## src/rtl/rv32_decode_alu_branch_pkg.sv

```systemverilog
// Shared encodings for the RV32IM decode/execute slice: opcodes, ALU operation
// codes, funct3 encodings and the immediate extractor.
package rv32_decode_alu_branch_pkg;

  localparam logic [6:0] OPC_OP       = 7'b0110011;
  localparam logic [6:0] OPC_OP_IMM   = 7'b0010011;
  localparam logic [6:0] OPC_LOAD     = 7'b0000011;
  localparam logic [6:0] OPC_STORE    = 7'b0100011;
  localparam logic [6:0] OPC_BRANCH   = 7'b1100011;
  localparam logic [6:0] OPC_JAL      = 7'b1101111;
  localparam logic [6:0] OPC_JALR     = 7'b1100111;
  localparam logic [6:0] OPC_LUI      = 7'b0110111;
  localparam logic [6:0] OPC_AUIPC    = 7'b0010111;
  localparam logic [6:0] OPC_SYSTEM   = 7'b1110011;
  localparam logic [6:0] OPC_MISC_MEM = 7'b0001111;

  localparam logic [6:0] F7_BASE   = 7'b0000000;
  localparam logic [6:0] F7_ALT    = 7'b0100000;
  localparam logic [6:0] F7_MULDIV = 7'b0000001;

  typedef enum logic [4:0] {
    ALU_ADD    = 5'd0,
    ALU_SUB    = 5'd1,
    ALU_SLL    = 5'd2,
    ALU_SLT    = 5'd3,
    ALU_SLTU   = 5'd4,
    ALU_XOR    = 5'd5,
    ALU_SRL    = 5'd6,
    ALU_SRA    = 5'd7,
    ALU_OR     = 5'd8,
    ALU_AND    = 5'd9,
    ALU_MUL    = 5'd10,
    ALU_MULH   = 5'd11,
    ALU_MULHSU = 5'd12,
    ALU_MULHU  = 5'd13
  } alu_op_e;

  localparam logic [2:0] F3_BEQ  = 3'b000;
  localparam logic [2:0] F3_BNE  = 3'b001;
  localparam logic [2:0] F3_BLT  = 3'b100;
  localparam logic [2:0] F3_BGE  = 3'b101;
  localparam logic [2:0] F3_BLTU = 3'b110;
  localparam logic [2:0] F3_BGEU = 3'b111;

  localparam logic [2:0] F3_LB  = 3'b000;
  localparam logic [2:0] F3_LH  = 3'b001;
  localparam logic [2:0] F3_LW  = 3'b010;
  localparam logic [2:0] F3_LBU = 3'b100;
  localparam logic [2:0] F3_LHU = 3'b101;

  localparam logic [2:0] F3_SB = 3'b000;
  localparam logic [2:0] F3_SH = 3'b001;
  localparam logic [2:0] F3_SW = 3'b010;

  function automatic logic [31:0] imm_for(input logic [31:0] instr);
    case (instr[6:0])
      OPC_OP_IMM, OPC_LOAD, OPC_JALR, OPC_SYSTEM, OPC_MISC_MEM:
        imm_for = {{20{instr[31]}}, instr[31:20]};
      OPC_STORE:
        imm_for = {{20{instr[31]}}, instr[31:25], instr[11:7]};
      OPC_BRANCH:
        imm_for = {{19{instr[31]}}, instr[31], instr[7], instr[30:25], instr[11:8], 1'b0};
      OPC_LUI, OPC_AUIPC:
        imm_for = {instr[31:12], 12'b0};
      OPC_JAL:
        imm_for = {{11{instr[31]}}, instr[31], instr[19:12], instr[20], instr[30:21], 1'b0};
      default:
        imm_for = '0;
    endcase
  endfunction

endpackage

```

## src/rtl/rv32_decode_alu_branch_alu.sv

```systemverilog
// Integer ALU for RV32IM (no divide); all arithmetic wraps mod 2^32.
module rv32_decode_alu_branch_alu
  import rv32_decode_alu_branch_pkg::*;
(
  input  logic [4:0]  alu_op,
  input  logic [31:0] a,
  input  logic [31:0] b,
  output logic [31:0] y
);

  logic        [4:0]  shamt;
  logic signed [63:0] a_x;
  logic signed [63:0] b_x;
  logic signed [63:0] prod;

  assign shamt = b[4:0];

  // One shared multiplier; operand extension picks the MULH signedness.
  // MUL takes the low half, which is the same for any extension.
  assign a_x  = (alu_op == ALU_MULHU) ? $signed({32'b0, a}) : $signed({{32{a[31]}}, a});
  assign b_x  = (alu_op == ALU_MULH)  ? $signed({{32{b[31]}}, b}) : $signed({32'b0, b});
  assign prod = a_x * b_x;

  always_comb begin
    case (alu_op)
      ALU_ADD:    y = a + b;
      ALU_SUB:    y = a - b;
      ALU_SLL:    y = a << shamt;
      ALU_SLT:    y = {31'b0, $signed(a) < $signed(b)};
      ALU_SLTU:   y = {31'b0, a < b};
      ALU_XOR:    y = a ^ b;
      ALU_SRL:    y = a >> shamt;
      ALU_SRA:    y = $signed(a) >>> shamt;
      ALU_OR:     y = a | b;
      ALU_AND:    y = a & b;
      ALU_MUL:    y = prod[31:0];
      ALU_MULH,
      ALU_MULHSU,
      ALU_MULHU:  y = prod[63:32];
      default:    y = '0;
    endcase
  end

endmodule

```

## src/rtl/rv32_decode_alu_branch_branch_unit.sv

```systemverilog
// Conditional branch resolver comparing the two forwarded source operands.
module rv32_decode_alu_branch_branch_unit
  import rv32_decode_alu_branch_pkg::*;
(
  input  logic        is_branch,
  input  logic [2:0]  b_type,
  input  logic [31:0] a,
  input  logic [31:0] b,
  output logic        take_branch
);

  logic cond;

  always_comb begin
    case (b_type)
      F3_BEQ:  cond = (a == b);
      F3_BNE:  cond = (a != b);
      F3_BLT:  cond = ($signed(a) <  $signed(b));
      F3_BGE:  cond = ($signed(a) >= $signed(b));
      F3_BLTU: cond = (a <  b);
      F3_BGEU: cond = (a >= b);
      default: cond = 1'b0;
    endcase
    take_branch = is_branch & cond;
  end

endmodule

```

## src/rtl/rv32_decode_alu_branch_decoder.sv

```systemverilog
// RV32IM instruction decoder: control flags, funct3 copies, ALU op and immediate.
module rv32_decode_alu_branch_decoder
  import rv32_decode_alu_branch_pkg::*;
(
  input  logic [31:0] instr,
  output logic [31:0] imm,
  output logic [4:0]  alu_op,
  output logic        reg_write,
  output logic        alu_src,
  output logic        is_branch,
  output logic        jal_jump,
  output logic        jalr_jump,
  output logic        is_load,
  output logic        is_store,
  output logic        is_lui,
  output logic        is_auipc,
  output logic        is_div,
  output logic        cpu_halt,
  output logic        illegal,
  output logic [2:0]  b_type,
  output logic [2:0]  load_type,
  output logic [2:0]  store_type,
  output logic [2:0]  div_op,
  output logic [2:0]  csr_func
);

  logic [6:0] opcode;
  logic [2:0] funct3;
  logic [6:0] funct7;
  alu_op_e    op;

  assign opcode = instr[6:0];
  assign funct3 = instr[14:12];
  assign funct7 = instr[31:25];
  assign alu_op = op;

  function automatic alu_op_e base_op(input logic [2:0] f3);
    case (f3)
      3'b000:  base_op = ALU_ADD;
      3'b001:  base_op = ALU_SLL;
      3'b010:  base_op = ALU_SLT;
      3'b011:  base_op = ALU_SLTU;
      3'b100:  base_op = ALU_XOR;
      3'b101:  base_op = ALU_SRL;
      3'b110:  base_op = ALU_OR;
      default: base_op = ALU_AND;
    endcase
  endfunction

  function automatic alu_op_e mul_op(input logic [1:0] f3);
    case (f3)
      2'b00:   mul_op = ALU_MUL;
      2'b01:   mul_op = ALU_MULH;
      2'b10:   mul_op = ALU_MULHSU;
      default: mul_op = ALU_MULHU;
    endcase
  endfunction

  always_comb begin
    op         = ALU_ADD;
    imm        = imm_for(instr);
    reg_write  = 1'b0;
    alu_src    = 1'b0;
    is_branch  = 1'b0;
    jal_jump   = 1'b0;
    jalr_jump  = 1'b0;
    is_load    = 1'b0;
    is_store   = 1'b0;
    is_lui     = 1'b0;
    is_auipc   = 1'b0;
    is_div     = 1'b0;
    cpu_halt   = 1'b0;
    illegal    = 1'b0;
    b_type     = 3'b000;
    load_type  = 3'b000;
    store_type = 3'b000;
    div_op     = 3'b000;
    csr_func   = 3'b000;
    case (opcode)
      OPC_OP: begin
        reg_write = 1'b1;
        case (funct7)
          F7_BASE: op = base_op(funct3);
          F7_ALT: begin
            if (funct3 == 3'b000)      op = ALU_SUB;
            else if (funct3 == 3'b101) op = ALU_SRA;
            else                       illegal = 1'b1;
          end
          F7_MULDIV: begin
            // Divides run in an external unit; only the request is flagged here.
            if (funct3[2]) begin
              is_div = 1'b1;
              div_op = funct3;
            end else begin
              op = mul_op(funct3[1:0]);
            end
          end
          default: illegal = 1'b1;
        endcase
      end
      OPC_OP_IMM: begin
        reg_write = 1'b1;
        alu_src   = 1'b1;
        op        = base_op(funct3);
        if (funct3 == 3'b001 && funct7 != F7_BASE) illegal = 1'b1;
        if (funct3 == 3'b101) begin
          if (funct7 == F7_ALT)        op = ALU_SRA;
          else if (funct7 != F7_BASE)  illegal = 1'b1;
        end
      end
      OPC_LOAD: begin
        if (funct3 inside {F3_LB, F3_LH, F3_LW, F3_LBU, F3_LHU}) begin
          is_load   = 1'b1;
          load_type = funct3;
          reg_write = 1'b1;
          alu_src   = 1'b1;
        end else begin
          illegal = 1'b1;
        end
      end
      OPC_STORE: begin
        if (funct3 inside {F3_SB, F3_SH, F3_SW}) begin
          is_store   = 1'b1;
          store_type = funct3;
          alu_src    = 1'b1;
        end else begin
          illegal = 1'b1;
        end
      end
      OPC_BRANCH: begin
        if (funct3 inside {F3_BEQ, F3_BNE, F3_BLT, F3_BGE, F3_BLTU, F3_BGEU}) begin
          is_branch = 1'b1;
          b_type    = funct3;
        end else begin
          illegal = 1'b1;
        end
      end
      OPC_JAL: begin
        jal_jump  = 1'b1;
        reg_write = 1'b1;
      end
      OPC_JALR: begin
        jalr_jump = 1'b1;
        reg_write = 1'b1;
        alu_src   = 1'b1;
      end
      OPC_LUI: begin
        is_lui    = 1'b1;
        reg_write = 1'b1;
        alu_src   = 1'b1;
      end
      OPC_AUIPC: begin
        is_auipc  = 1'b1;
        reg_write = 1'b1;
        alu_src   = 1'b1;
      end
      OPC_SYSTEM: begin
        if (funct3 == 3'b000) begin
          cpu_halt = 1'b1;
        end else begin
          csr_func  = funct3;
          reg_write = 1'b1;
        end
      end
      OPC_MISC_MEM: ;
      default: illegal = 1'b1;
    endcase
    if (illegal) begin
      op         = ALU_ADD;
      reg_write  = 1'b0;
      alu_src    = 1'b0;
      is_branch  = 1'b0;
      is_load    = 1'b0;
      is_store   = 1'b0;
      is_div     = 1'b0;
      b_type     = 3'b000;
      load_type  = 3'b000;
      store_type = 3'b000;
      div_op     = 3'b000;
    end
  end

endmodule

```

## src/rtl/rv32_decode_alu_branch.sv

```systemverilog
// Decode + execute slice: decoder, ALU and branch unit, result mux, target adder
// and the registered fetch redirect.
module rv32_decode_alu_branch (
  input  logic        clk,
  input  logic        reset,
  input  logic [31:0] instr,
  input  logic [31:0] pc,
  input  logic [31:0] rs1_val,
  input  logic [31:0] rs2_val,
  output logic [4:0]  rd,
  output logic [4:0]  rs1,
  output logic [4:0]  rs2,
  output logic [31:0] imm,
  output logic [4:0]  alu_op,
  output logic        reg_write,
  output logic        alu_src,
  output logic        is_branch,
  output logic        jal_jump,
  output logic        jalr_jump,
  output logic        is_load,
  output logic        is_store,
  output logic        is_lui,
  output logic        is_auipc,
  output logic        is_div,
  output logic        cpu_halt,
  output logic        illegal,
  output logic [2:0]  b_type,
  output logic [2:0]  load_type,
  output logic [2:0]  store_type,
  output logic [2:0]  div_op,
  output logic [2:0]  csr_func,
  output logic [31:0] result,
  output logic        take_branch,
  output logic [31:0] pc_target,
  output logic        flush
);

  logic [31:0] op_b;
  logic [31:0] alu_y;

  assign rd  = instr[11:7];
  assign rs1 = instr[19:15];
  assign rs2 = instr[24:20];

  rv32_decode_alu_branch_decoder u_decoder (
    .instr      (instr),
    .imm        (imm),
    .alu_op     (alu_op),
    .reg_write  (reg_write),
    .alu_src    (alu_src),
    .is_branch  (is_branch),
    .jal_jump   (jal_jump),
    .jalr_jump  (jalr_jump),
    .is_load    (is_load),
    .is_store   (is_store),
    .is_lui     (is_lui),
    .is_auipc   (is_auipc),
    .is_div     (is_div),
    .cpu_halt   (cpu_halt),
    .illegal    (illegal),
    .b_type     (b_type),
    .load_type  (load_type),
    .store_type (store_type),
    .div_op     (div_op),
    .csr_func   (csr_func)
  );

  assign op_b = alu_src ? imm : rs2_val;

  rv32_decode_alu_branch_alu u_alu (
    .alu_op (alu_op),
    .a      (rs1_val),
    .b      (op_b),
    .y      (alu_y)
  );

  rv32_decode_alu_branch_branch_unit u_branch_unit (
    .is_branch   (is_branch),
    .b_type      (b_type),
    .a           (rs1_val),
    .b           (rs2_val),
    .take_branch (take_branch)
  );

  always_comb begin
    if (jal_jump || jalr_jump) result = pc + 32'd4;
    else if (is_div)           result = '0;
    else if (is_lui)           result = imm;
    else if (is_auipc)         result = pc + imm;
    else                       result = alu_y;
  end

  assign pc_target = jalr_jump ? ((rs1_val + imm) & ~32'd1) : (pc + imm);

  // Fetch consumes the redirect one cycle after the branch/jump resolves.
  always_ff @(posedge clk) begin
    if (reset) flush <= 1'b0;
    else       flush <= jal_jump | jalr_jump | take_branch;
  end

endmodule

```

## config.mk

```make
export PLATFORM = sky130hd
export DESIGN_NAME = rv32_decode_alu_branch
export DESIGN_NICKNAME = d
export VERILOG_FILES = /design/src/rtl/rv32_decode_alu_branch_pkg.sv /design/src/rtl/rv32_decode_alu_branch_alu.sv /design/src/rtl/rv32_decode_alu_branch_branch_unit.sv /design/src/rtl/rv32_decode_alu_branch_decoder.sv /design/src/rtl/rv32_decode_alu_branch.sv
export SDC_FILE = /design/constraint.sdc
export NUM_CORES = 2
export LEC_CHECK = 0
export ABC_AREA = 1
export BUFFER_PORTS_ARGS = -buffer_cell sky130_fd_sc_hd__buf_2
export CORE_MARGIN = 2
export CORE_UTILIZATION = 25
export CTS_CLUSTER_SIZE = 14
export DETAILED_ROUTE_END_ITERATION = 8
export PLACE_DENSITY = 0.4
export SLEW_MARGIN = 30
export SYNTH_ARGS = -nofsm -noshare
export SYNTH_HDL_FRONTEND = slang
export SYNTH_SLANG_ARGS = --single-unit
```

## constraint.sdc

```tcl
create_clock -name clk -period 25.6 [get_ports clk]
set_input_delay 2.56 -clock clk [delete_from_list [all_inputs] [get_ports clk]]
set_output_delay 2.56 -clock clk [all_outputs]
set_load 0.01 [all_outputs]
```

======== Word level (Yosys, flattened, before mapping) ========
Cells that the tools add are included.
operators by class
  bitwise logic cells ..................... 6
  divide/modulo/power cells ............... 0
  reductions and logical operators ........ 18
  muxes and demuxes ....................... 71
  add/sub/neg operators ................... 5
  shifts and indexed selects .............. 3
  eq/ne operators ......................... 42
  $lt $le $gt $ge ......................... 6
  multipliers ............................. 1
operator list
  cell                                            number
  case mux 32 bit (12 select lines)               1
  2-to-1 mux 32 bit                               6
  case mux 32 bit (5 select lines)                1
  less-than comparator 32 bit                     4
  2-to-1 mux 64 bit                               2
  adder 32 bit                                    3
  greater-or-equal comparator 32 bit              2
  multiplier 64 x 64 -> 64 bit                    1
  2-to-1 mux 3 bit                                16
  adder 32 x 3 -> 32 bit (second input constant)  1
  bitwise AND 32 bit                              1
  == test 32 bit                                  1
  != test 32 bit                                  1
  OR 32 bit                                       1
  << shifter 32 x 5 -> 32 bit                     1
  >> shifter 32 x 5 -> 32 bit                     1
  >>> shifter 32 x 5 -> 32 bit                    1
  subtractor 32 bit                               1
  XOR 32 bit                                      1
  2-to-1 mux 1 bit                                31
  == test 5 x 4 -> 1 bit (second input constant)  6
  == test 7 x 6 -> 1 bit (second input constant)  4
  == test 7 bit (second input constant)           4
  case mux 4 bit (7 select lines)                 1
  other kinds (37)                                60
word-level totals
  input port bits ......................... 130
  bits in latches ......................... 0
  memory bits (read-only) ................. 0
  memories kept ........................... 0
  bits in writable memories ............... 0
  word-level logic and storage cells ...... 153
  output and inout bits ................... 145
  flip-flop bits (word level) ............. 1

======== Longest topological paths before layout ========
  depth in word-level cells ............... 16
  depth in mapped cells ................... 57
  mapped depth without buffers ............ 56

======== Hierarchy ========
Synthesis repeated with hierarchy kept, for this count alone.
unflattened totals
  cells, all modules ...................... 9,351
  area, all modules ....................... 67,064.3 sq um
by module, submodules not included
  module                              seq. area each (sq um)  instances  cells an instance  area an instance (sq um)
  rv32_decode_alu_branch_alu          0.0                     1          7,582              58,008.1
  rv32_decode_alu_branch              20.0                    1          1,365              6,831.6
  rv32_decode_alu_branch_decoder      0.0                     1          233                1,209.9
  rv32_decode_alu_branch_branch_unit  0.0                     1          171                1,014.7

======== Worst setup path before layout ========
No wires, ideal clock.
  path type ............................... in2out
  from .................................... input port instr[1]
  to ...................................... output port result[27]
  cell stages on the path ................. 43
  path buffers ............................ 2
  setup slack ............................. 10,812 ps
  data arrival time ....................... 12,228 ps
  required time ........................... 23,040 ps
  path through ............................ nand2_1 > inv_2 > nand2_2 > nor2_2 > nor2_2 > nand4_2 > nand3_4 > inv_2 > nand2_1 > o21ai_2 > inv_1 > clkbuf_1 > buf_2 > nand2_1 > fa_1 > inv_1 > fa_1 > fa_1 > [... 7 more ...] > fa_1 > inv_1 > fa_1 > inv_1 > ha_1 > a21oi_1 > o21ai_0 > a221oi_1 > o211ai_1 > or2_2 > nand3_1 > nand2_1 > nor2_1 > nand4_1 > o21ai_1 > nand2_1 > nand2_1 > nand2_1
on the way
  word-level cells in the longest chain between the ends .. 12
  elaborated cells on any way between the ends .. 61
  those cells by class .................... add/sub: 3; mul: 1; eq/ne: 24; shift: 3; mux: 20; bitwise: 3; reduce/logical: 7
ends and longest elaborated chain
  what                                                                                       line                                   RTL
  start, declared                                                                            rv32_decode_alu_branch.sv:6            input logic [31:0] instr,
  == test 7 bit (tied with other cells)                                                      rv32_decode_alu_branch_decoder.sv:79   case (opcode)
  OR reduction 6 bit (no source line) / OR reduction 4 bit (equally long branches)           n/a
  case mux 1 bit (6 select lines) / case mux 1 bit (3 select lines) (equally long branches)  rv32_decode_alu_branch_decoder.sv:79
  2-to-1 mux 1 bit *                                                                         rv32_decode_alu_branch_decoder.sv:168  if (illegal) begin
  via alu_src                                                                                rv32_decode_alu_branch.sv:16           output logic alu_src,
  2-to-1 mux 32 bit *                                                                        rv32_decode_alu_branch.sv:68           assign op_b = alu_src ? imm : rs2_val;
  2-to-1 mux 64 bit                                                                          rv32_decode_alu_branch_alu.sv:21       assign b_x = (alu_op == ALU_MULH) ? $signed({{32{b[31]}}, b}) : $signed({32'b0, b});
  multiplier 64 x 64 -> 64 bit                                                               rv32_decode_alu_branch_alu.sv:22       assign prod = a_x * b_x;
  case mux 32 bit (12 select lines) *                                                        rv32_decode_alu_branch_alu.sv:25       case (alu_op)
  2-to-1 mux 32 bit *                                                                        rv32_decode_alu_branch.sv:89           else if (is_auipc) result = pc + imm;
  2-to-1 mux 32 bit *                                                                        rv32_decode_alu_branch.sv:88           else if (is_lui) result = imm;
  2-to-1 mux 32 bit *                                                                        rv32_decode_alu_branch.sv:87           else if (is_div) result = '0;
  2-to-1 mux 32 bit *                                                                        rv32_decode_alu_branch.sv:86           if (jal_jump || jalr_jump) result = pc + 32'd4;
  end, declared                                                                              rv32_decode_alu_branch.sv:32           output logic [31:0] result,
Mark *: on every way through the listed nets, which the timed path passes. The rest lies on a longest branch.

======== Worst setup path in the final report ========
  from .................................... input port instr[27]
  to ...................................... output port result[27]
on the way
  word-level cells in the longest chain between the ends .. 16
  elaborated cells on any way between the ends .. 55
  those cells by class .................... add/sub: 3; mul: 1; eq/ne: 15; shift: 3; mux: 24; bitwise: 3; reduce/logical: 6
ends and longest elaborated chain
  what                                                         line                                                                          RTL
  nonzero test 7 bit                                           rv32_decode_alu_branch_decoder.sv:105, rv32_decode_alu_branch_decoder.sv:108
  logical AND 1 bit                                            rv32_decode_alu_branch_decoder.sv:105                                         if (funct3 == 3'b001 && funct7 != F7_BASE) illegal = 1'b1;
  2-to-1 mux 1 bit                                             rv32_decode_alu_branch_decoder.sv:105
  2-to-1 mux 1 bit                                             rv32_decode_alu_branch_decoder.sv:108                                         else if (funct7 != F7_BASE) illegal = 1'b1;
  2-to-1 mux 1 bit                                             rv32_decode_alu_branch_decoder.sv:107                                         if (funct7 == F7_ALT) op = ALU_SRA;
  2-to-1 mux 1 bit                                             rv32_decode_alu_branch_decoder.sv:106                                         if (funct3 == 3'b101) begin
  case mux 1 bit (6 select lines)                              rv32_decode_alu_branch_decoder.sv:79
  2-to-1 mux 5 bit / 2-to-1 mux 1 bit (equally long branches)  rv32_decode_alu_branch_decoder.sv:168
  == test 5 x 4 -> 1 bit (tied with other cells)               rv32_decode_alu_branch_alu.sv:20, rv32_decode_alu_branch_alu.sv:25
  2-to-1 mux 64 bit, on equally long branches                  rv32_decode_alu_branch_alu.sv:20, rv32_decode_alu_branch_alu.sv:21
  multiplier 64 x 64 -> 64 bit                                 rv32_decode_alu_branch_alu.sv:22
  case mux 32 bit (12 select lines)                            rv32_decode_alu_branch_alu.sv:25
  2-to-1 mux 32 bit                                            rv32_decode_alu_branch.sv:89
  2-to-1 mux 32 bit                                            rv32_decode_alu_branch.sv:88
  2-to-1 mux 32 bit *                                          rv32_decode_alu_branch.sv:87
  2-to-1 mux 32 bit *                                          rv32_decode_alu_branch.sv:86
Mark *: on every way between the ends. The rest lies on a longest branch, timed or not.

==> out/qor.yml <==
yosys:
  synth-main-ff-cell: "dfxtp_1"
  synth_area_leader_cell: "fa_1"
  yosysTopAreaCellShare_pct: 44.4
  synth-seq-cells: 1
  syn_avg_cell_area_um2: 7.41
  synth_edf_count: 0
  async_flop_share_pct: 0
  synthCells: 8656
  yosysWarnings: 0
  synth.cell_area_um2: 64200
  ys_top_cells_by_area: "fa_1 44%, inv_1 12%, ha_1 11%, nand2_1 10%, nor2_1 4.8%"
  yosysUniqueCellTypes: 65
  ys_seq_area_share_pct: 0.0312
detailed_routing:
  num_vias: 59300
  viasPerCell: 4.88
  wirelength_um: 329000
  antenna_left: 0
  drt_iter0_markers: 5289
  drc: 0
  drt-wirelength-per-cell_um: 27.1
  dr.pass1.iters: 6
timing:
  worst-slew-pin-transition_ps: 1060
  min_period_ps: 19470
  relSlewSlack_pct: 29.0
  period_share_pct: 76.0
  finalMaxSlewViolations: 0
  setup_viol: 0
  finalHoldViolCount: 0
  grt_setup_unrepaired: "false"
  fmax_ghz: 0.0514
  fin_setup_tns_ps: 0
global_routing:
  grt.overflow.total: 0
  grt_pass1_wl_um: 469000
  antenna_found_initial: 24
  gr-usage-all-layers_pct: 25.0
  grt_max_degree: 68
  grt_pass1_vias: 62700
critical_path:
  crit_start: "instr[27]"
  start_kind: "primary input"
  path_class: "in2out"
  cp_data_arrival_time_ps: 16910
  endpoint: "result[27]"
  cp_max_fo: 34
  cp_data_required_time_ps: 23040
  cp_slowest_stage_delay_ps: 910
  slowest_stage: "fa_1"
  crit_top_cell: "fa_1"
  crit_path_end_kind: "primary output"
finish:
  nNetsFinal: 10900
  n_fill_cell: 28600
  regMostFlops: "flush"
  largest_register_ff_count: 1
  area_growth_pct: 8.66
  largestRegisters: "flush (1)"
  seqCellArea_um2: 20.0
  multi_input_area_um2: 54900
  drive_above_1_share_pct: 6.97
placement:
  gp_congestion: 0.991
  io_buffers: 272
  dp_hpwl_um: 279000
floorplan:
  rows: 186
  start_util_pct: 25.1
  die-area_um2: 261000
  top_level_ports: 275
  die_h_um: 511
  coreArea_um2: 256000
  die_width_um: 511
status:
  outcome: "finished, final reports clean"
clocking:
  cts_resized: 0
  cts_setup_buffers: 0
  cts_hold_buf: 0
  clk_pin_slew_ps: 0
worst_hold_path:
  hp-class: "in2reg"
flow_run:
  cap_violations: 0
[metal layers]
layer  vias to the layer above  global-route usage [%]  wire length (um)
li1                      26100                       -                 -
met1                     30700                    33.9            144000
met2                      2065                    42.2            155000
met3                       365                    2.17             17100
met4                        14                    7.51             12600
met5                         -                       0                92
[synthesized netlist by cell type, types with 15 or more instances]
cell type / count
inv_1: 2070
nand2_1: 1713
fa_1: 1425
nor2_1: 827
ha_1: 539
nand3_1: 402
a21oi_1: 346
o21ai_0: 274
clkbuf_1: 232
xor2_1: 64
nand4_1: 63
nor3_1: 63
o21ai_1: 60
or2_2: 58
buf_2: 52
o211ai_1: 47
xnor2_1: 42
buf_4: 31
a31oi_1: 29
inv_2: 23
o21a_1: 23
clkinv_1: 19
o21bai_1: 19
a21o_1: 18
buf_1: 17
o22ai_1: 17
o21ai_2: 16
nor2_2: 15
[metrics by stage]
| step | instance area [um2] | setup WS [ps] | utilization [%] | hold slack [ps] | std cells |
|---|---|---|---|---|---|
| after floorplan | 64200 | 10810 | - | 2630 | 8657 |
| after global placement | 69700 | 6240 | 27.2 | 2710 | 12100 |
| after CTS | 69700 | 6450 | 27.2 | 2720 | 12100 |
| after global routing | 69700 | 5660 | 27.2 | 2730 | 12100 |
| after detailed placement | 69700 | 6490 | 27.2 | 2720 | 12100 |
| final | 69700 | 6130 | 27.2 | 2720 | 12100 |
[layout make-up]
| class | count | area share [%] |
|---|---|---|
| Multi-Input combinational cell | 6205 | 78.7 |
| Inverter | 2112 | 11.4 |
| Tap cell | 3384 | 6.07 |
| Timing Repair Buffer | 440 | 3.76 |
| Sequential cell | 1 | 0.0287 |
| Antenna cell | 5 | 0.0179 |
[cell families after synthesis]
kind of cell               count (synthesis)  synth area share [%]
AOI/OAI and AO/OA                        934                  8.34
xor gates and xnor gates                 106                  1.45
adders and majority gates               1964                  55.0
buffers and inverters                   2451                  14.7
DFF                                        1                0.0312
muxes                                      2                0.0312
other                                      1               0.00584
and+or+nand+nor                         3197                  20.5
[critical path, delay by kind of cell]
kind / cells / cell delay [ps]
and+or+nand+nor: 19 / 3860
AOI/OAI and AO/OA: 5 / 2150
adders and majority gates: 11 / 6250
buffers and inverters: 12 / 1990
[how the worst min path moves through the flow]
stage,from,cells after the start,to
2_1_floorplan,reset,1,flush
3_3_place_gp,reset,2,flush
3_5_place_dp,reset,2,flush
4_1_cts,reset,2,flush
5_1_grt,reset,2,flush
6_report,reset,2,flush
[layout by cell type, fill, tap and decap left out, types with 11 or more instances in the layout]
| cell | count |
|---|---|
| fa_1 | 1425 |
| inv_1 | 2065 |
| o21a_1 | 23 |
| nor2_1 | 822 |
| a221oi_1 | 13 |
| nand4_1 | 63 |
| ha_1 | 539 |
| clkinv_1 | 20 |
| nor2_2 | 20 |
| a31oi_1 | 29 |
| o21ai_2 | 20 |
| a21o_1 | 18 |
| o21bai_1 | 19 |
| nand3_1 | 402 |
| o21ai_0 | 263 |
| buf_4 | 168 |
| o221ai_1 | 13 |
| a21oi_1 | 346 |
| a211oi_1 | 12 |
| buf_2 | 272 |
| o21ai_4 | 11 |
| o211ai_1 | 47 |
| o22ai_1 | 17 |
| inv_2 | 25 |
| nor3_1 | 59 |
| xor2_1 | 64 |
| nand2_1 | 1712 |
| o21ai_1 | 57 |
| or2_2 | 58 |
| xnor2_1 | 42 |
